--- config.mk ---
export PLATFORM = sky130hd
export DESIGN_NAME = mem_bus_arbiter
export DESIGN_NICKNAME = d
export VERILOG_FILES = /design/src/rtl/mem_bus_arbiter.sv
export SDC_FILE = /design/constraint.sdc
export NUM_CORES = 1
export LEC_CHECK = 0
export CAP_MARGIN = 20
export CORE_MARGIN = 4
export CORE_UTILIZATION = 42
export DETAILED_ROUTE_END_ITERATION = 10
export PLACE_DENSITY = 0.79
export SETUP_SLACK_MARGIN = 0.3
export SYNTH_ARGS = -nofsm -noshare
export SYNTH_HDL_FRONTEND = slang
export SYNTH_SLANG_ARGS = --single-unit
--- constraint.sdc ---
create_clock -name clk -period 2.3 [get_ports clk]
set_clock_uncertainty 0.15 [all_clocks]
set_input_delay 0.46 -clock clk [delete_from_list [all_inputs] [get_ports clk]]
set_output_delay 0.46 -clock clk [all_outputs]
set_load 0.02 [all_outputs]
--- src/rtl/mem_bus_arbiter.sv ---
// Shares one memory bus between the IF read port and the MEM data port.
// Fixed MEM-over-IF priority, one transaction at a time, completion by ack or timeout.
module mem_bus_arbiter #(
    parameter int unsigned ADDR_W  = 32,
    parameter int unsigned DATA_W  = 32,
    parameter int unsigned TIMEOUT = 255
) (
    input  logic              clk,
    input  logic              rst,

    input  logic              if_req,
    input  logic [ADDR_W-1:0] if_addr,
    output logic [DATA_W-1:0] if_rdata,
    output logic              if_ready,

    input  logic              mem_req,
    input  logic              mem_we,
    input  logic [3:0]        mem_sel,
    input  logic [ADDR_W-1:0] mem_addr,
    input  logic [DATA_W-1:0] mem_wdata,
    output logic [DATA_W-1:0] mem_rdata,
    output logic              mem_ready,

    output logic              bus_req,
    output logic              bus_we,
    output logic [3:0]        bus_sel,
    output logic [ADDR_W-1:0] bus_addr,
    output logic [DATA_W-1:0] bus_wdata,
    input  logic [DATA_W-1:0] bus_rdata,
    input  logic              bus_ack,

    output logic              stall_if,
    output logic              stall_mem,
    output logic              bus_err
);

    localparam int unsigned CNT_W = 8;
    localparam logic [CNT_W-1:0] CNT_LAST = CNT_W'(TIMEOUT - 1);

    typedef enum logic [1:0] {
        IDLE    = 2'd0,
        BUS_MEM = 2'd1,
        BUS_IF  = 2'd2,
        RESP    = 2'd3
    } state_t;

    state_t              state, state_nx;
    logic [CNT_W-1:0]    cnt, cnt_nx;

    logic                bus_req_nx;
    logic                bus_we_nx;
    logic [3:0]          bus_sel_nx;
    logic [ADDR_W-1:0]   bus_addr_nx;
    logic [DATA_W-1:0]   bus_wdata_nx;
    logic                if_ready_nx;
    logic                mem_ready_nx;
    logic                bus_err_nx;
    logic [DATA_W-1:0]   if_rdata_nx;
    logic [DATA_W-1:0]   mem_rdata_nx;
    logic                done_c;
    logic [DATA_W-1:0]   rdata_c;

    // State and output registers; reset also drops any in-flight bus_req.
    always_ff @(posedge clk) begin
        if (!rst) begin
            state     <= IDLE;
            cnt       <= '0;
            bus_req   <= 1'b0;
            bus_we    <= 1'b0;
            bus_sel   <= '0;
            bus_addr  <= '0;
            bus_wdata <= '0;
            if_ready  <= 1'b0;
            mem_ready <= 1'b0;
            bus_err   <= 1'b0;
            if_rdata  <= '0;
            mem_rdata <= '0;
        end else begin
            state     <= state_nx;
            cnt       <= cnt_nx;
            bus_req   <= bus_req_nx;
            bus_we    <= bus_we_nx;
            bus_sel   <= bus_sel_nx;
            bus_addr  <= bus_addr_nx;
            bus_wdata <= bus_wdata_nx;
            if_ready  <= if_ready_nx;
            mem_ready <= mem_ready_nx;
            bus_err   <= bus_err_nx;
            if_rdata  <= if_rdata_nx;
            mem_rdata <= mem_rdata_nx;
        end
    end

    // Next-state and next-output logic; ready and bus_err are single-cycle pulses.
    always_comb begin
        state_nx     = state;
        cnt_nx       = cnt;
        bus_req_nx   = bus_req;
        bus_we_nx    = bus_we;
        bus_sel_nx   = bus_sel;
        bus_addr_nx  = bus_addr;
        bus_wdata_nx = bus_wdata;
        if_ready_nx  = 1'b0;
        mem_ready_nx = 1'b0;
        bus_err_nx   = 1'b0;
        if_rdata_nx  = if_rdata;
        mem_rdata_nx = mem_rdata;
        done_c       = 1'b0;
        rdata_c      = '0;

        case (state)
            IDLE: begin
                if (mem_req) begin
                    bus_req_nx   = 1'b1;
                    bus_we_nx    = mem_we;
                    bus_sel_nx   = mem_sel;
                    bus_addr_nx  = mem_addr;
                    bus_wdata_nx = mem_wdata;
                    state_nx     = BUS_MEM;
                end else if (if_req) begin
                    bus_req_nx   = 1'b1;
                    bus_we_nx    = 1'b0;
                    bus_sel_nx   = 4'b1111;
                    bus_addr_nx  = if_addr;
                    bus_wdata_nx = '0;
                    state_nx     = BUS_IF;
                end
            end

            BUS_MEM, BUS_IF: begin
                cnt_nx = cnt + CNT_W'(1);
                // An ack wins over a timeout that lands on the same cycle.
                done_c  = bus_ack || (cnt == CNT_LAST);
                rdata_c = bus_ack ? bus_rdata : '0;
                if (done_c) begin
                    bus_req_nx = 1'b0;
                    bus_err_nx = !bus_ack;
                    state_nx   = RESP;
                    if (state == BUS_MEM) begin
                        mem_ready_nx = 1'b1;
                        mem_rdata_nx = rdata_c;
                    end else begin
                        if_ready_nx = 1'b1;
                        if_rdata_nx = rdata_c;
                    end
                end
            end

            RESP: begin
                cnt_nx   = '0;
                state_nx = IDLE;
            end

            default: state_nx = IDLE;
        endcase
    end

    assign stall_if  = if_req & ~if_ready;
    assign stall_mem = mem_req & ~mem_ready;

endmodule
# After elaboration in Yosys (flattened, before gate mapping)
# Cells that the tools add are included.
# word_totals
inputBits	138
word_cells	57
reg_bits	147
# classes
add_sub_neg	1
n_reduce_logical	13
bitwise_logic	5
n_eq_ne	6
mux	20
# op_table
op	count
32-bit two-way mux	5
8-bit case mux with 2 select lines	1
3-bit AND reduction	4
8-bit by 1-bit adder with 8-bit output, second input constant	1
8-bit equality test, second input constant	1
4-bit two-way mux	2
1-bit two-way mux	7
2-bit two-way mux	3
2-bit case mux with 3 select lines	1
2-bit nonzero test	3
2-bit equality test, second input constant	2
2-bit AND reduction	2
3-bit inequality test, second input constant	1
1-bit NOT	3
1-bit bitwise AND	2
2-bit by 1-bit equality test with 1-bit output, second input constant	1
2-bit zero test	1
2-bit inequality test, second input constant	1
1-bit case mux with 2 select lines	1
2-bit OR reduction	1
1-bit zero test	1
1-bit logical OR	1

# Depth between registers and ports, before layout
# logic_depth
ltp_word	4
ltp_mapped	7
depth_no_buf	6

# Worst setup path after synthesis
# OpenSTA, ideal clock, no wires.
# synth_path
kind	in2out
from	in mem_req
to	out stall_mem
arrival_ns	1.287
setup_slack_ns	0.403
path_stages	3
required_time_ns	1.690
cell_sequence	buf_2 buf_2 nor2b_1
# synth_via
elab_chain_cells	1
# synth_lines
element	line	text
start, declared	16	input logic mem_req,
1-bit bitwise AND	159	assign stall_mem = mem_req & ~mem_ready;
end, declared	33	output logic stall_mem,
# No other way between the ends.

# Worst setup path after layout
# layout_path
from	reg mem_rdata[22]
to	out mem_rdata[22]
# layout_lines
element	line	text
start, declared	21	output logic [DATA_W-1:0] mem_rdata,
start signal, assigned	90	mem_rdata <= mem_rdata_nx;
# No word-level cell between the ends.

==> results.md <==
- Final Critical Period: 1.97 ns
- Final nets: 1031
- I/O pins: 277
- Power density cells: 1030 nW/µm²
- Fill cells: 1057
- Hold path endpoint: if_rdata[15]
- Gpl congestion: 0.834
- Setup violators final: 0
- Status: completed
- WL/cell: 18.0 µm
- Setup crit start kind: flip-flop
- Critical hold path startpoint: if_rdata[15]
- Post-DRT Antenna Nets: 0
- I/O Buffers: 276
- WP data required: 1.69 ns
- RSZ-0062 raised after global routing: false
- H-tree levels: 4
- Max-Cap Viols: 0
- Gr ovfl total: 0
- Final HPWL DP: 13900 µm
- WP buf/inv: 1
- WL final: 19500 µm
- Achievable frequency: 508 MHz
- Post-synthesis sequential area ratio: 0.485
- Critical Path, Cell by Cell: clkdlybuf4s50_1
- Sink Count: 147
- Worst Hold Class: reg -> reg
- Largest net degree at the start of global routing: 67
- Vias in the first global route: 5744
- Commonest non-fill, non-tap cells in the layout: 169 x clkdlybuf4s50_1, 147 x dfxtp_1, 68 x dlymetal6s2s_1
- Crit path kind: reg -> out
- Critical Path End Type: output port
- TritonCTS Buffers: 17
- Critical path peak fanout: 2
- Core area: 14000 µm²
- CTS Root Cell: clkbuf_16
- First-pass GRT wire length: 29800 µm
- YS warnings: 0
- Post-CTS Repair Setup Buffers: 0
- Width of the die: 128 µm
- Synth Net Count: 781
- Die Ht: 128 µm
- Peak per-stage delay on the critical path: 0.61 ns
- Cells after synthesis: 638
- Final period util: 0.856
- Total die area: 16400 µm²
- Static Leak: 5.01 nW
- Critical Path Slowest Stage Cell: clkdlybuf4s50_1
- Post-Layout Inst Area: 9690 µm²
- GR Util All Layers: 0.228
- Family with the most delay on the worst path: buffers and inverters
- Final number of max-transition violations: 0
- Register-to-register setup slack: 0.45 ns
- Longest Clk Path Bufs: 2
- DR pass1 iterations: 5
- Via count: 5809
- Worst Max-Slew Pin Slew: 0.535 ns
- Synthesized cell area: 6070 µm²
- Fin. Hold Viols: 0
- Area Overhead vs Synth: 59.5%
- Yosys reg bits: 147
- Slew HR: 0.641
- Clock Latency Late Sink: 0.41 ns
- Initial antenna violation count: 1
- Vias/cell: 5.37
- Crit path DAT: 1.36 ns
- Netlist cell types: 38
- # DRC: 0
- Share of layout cells above drive strength 1: 0.0678
- TritonCTS clock tree: done
- Worst flop-to-flop path endpoint: state[1]
- Syn avg cell area: 9.52 µm²
- Hold path depth: 2
- Layout Utilization: 0.690
- Clock slew at reported path FFs: 0.06 ns
- Iter 0 DRT Violations: 374
- Most common cell after layout, fill and taps aside: clkdlybuf4s50_1
- Peak VDD IR: 877 µV
- Cell count of the worst reg-to-reg path: 5
- Initial core utilization: 0.433
- Num rows: 43
- Worst r2r src: state[0]
- Placed Area: 8980 µm²
-- report_power, final --
part / internal [mW] / switching (mW)
Sequential: 3.09 / 0.287
Combinational: 1.70 / 2.27
Clock: 1.64 / 1.02
Total: 6.43 / 3.58
-- final cells by class --
class                      count  area [µm²]  area share
antenna                        1        2.50    0.000258
clock buffer                  21         460      0.0475
clock inverter                10         109      0.0112
inverter                       5        18.8     0.00194
multi-input combinational    425        2840       0.293
sequential                   147        2940       0.304
tap                          180         225      0.0232
timing repair buffer         292        3090       0.319
-- synth_stat cells, drive strengths merged --
cell type / n / area [µm²]
and3b: 1 / 8.76
nand3: 67 / 335
xor2: 6 / 52.6
and4: 1 / 11.3
a21boi: 65 / 488
xnor2: 1 / 8.76
a31oi: 1 / 6.26
buf: 21 / 140
ha: 5 / 62.6
o211a: 32 / 320
nand2: 37 / 139
a22oi: 33 / 248
o21a: 1 / 7.51
or2: 1 / 6.26
o221a: 6 / 67.6
nor2b: 38 / 238
nand4: 2 / 12.5
a211oi: 1 / 7.51
and2: 2 / 12.5
o22ai: 1 / 6.26
nor3: 1 / 5.00
and3: 1 / 6.26
o21ai: 68 / 344
clkbuf: 40 / 151
mux2i: 32 / 320
a21oi: 3 / 15.0
nor2: 15 / 56.3
inv: 5 / 18.8
dfxtp: 147 / 2940
a41oi: 1 / 16.3
nand2b: 3 / 18.8
-- through the flow --
| stage | instances | TNS, ns | setup WS (ns) | total power [mW] | hold slack, ns |
|---|---|---|---|---|---|
| after floorplan | 638 | 0 | 0.403 | 5.60 | 0.351 |
| after global placement | 1049 | -0.0454 | -0.0454 | 7.41 | 0.308 |
| after detailed placement | 1049 | -0.0553 | -0.0553 | 7.51 | 0.321 |
| after CTS | 1080 | 0 | 0.223 | 10.1 | 0.329 |
| after global routing | 1081 | 0 | 0.292 | 10.5 | 0.355 |
| final | 1081 | 0 | 0.332 | 10.0 | 0.325 |
-- metal layers --
| layer | global-route usage | vias up | part of all wire |
|---|---|---|---|
| li1 | - | 2775 | - |
| met5 | 0 | - | 0 |
| met4 | 0.0849 | 0 | 0.024 |
| met1 | 0.266 | 2706 | 0.40 |
| met3 | 0.0871 | 30 | 0.10 |
| met2 | 0.378 | 298 | 0.48 |
-- timing repair --
item / 4_1_cts / 5_1_grt
resized for setup: 36 / 74
endpoints found under the setup margin: 36 / 122
hold buffers: 0 / 0
-- logic make-up after synthesis --
group                    after synthesis  synth area share
XOR/XNOR                               7            0.0101
AO/OA/AOI/OAI                        212             0.251
adder cells (fa/ha/maj)                5            0.0103
multiplexers                          32            0.0527
buffers and inverters                 66            0.0511
AND/OR/NAND/NOR                      169             0.140
flip-flops                           147             0.485
-- state kept, by name, summed over array words and instances (netlist names) --
register / flops
bus_req: 1
bus_err: 1
mem_ready: 1
cnt: 8
bus_we: 1
bus_wdata: 32
if_rdata: 32
mem_rdata: 32
state: 2
bus_addr: 32
bus_sel: 4
if_ready: 1
-- worst max path at each step --
| stage | startpoint | end | cells past startpoint |
|---|---|---|---|
| floorplan | mem_req | stall_mem | 3 |
| global placement | if_req | stall_if | 3 |
| detailed placement | if_req | stall_if | 3 |
| CTS | if_req | stall_if | 3 |
| global route | state[0] | mem_rdata[16] | 6 |
| finish | mem_rdata[22] | mem_rdata[22] | 1 |
Power figures use the tool's default switching activity.
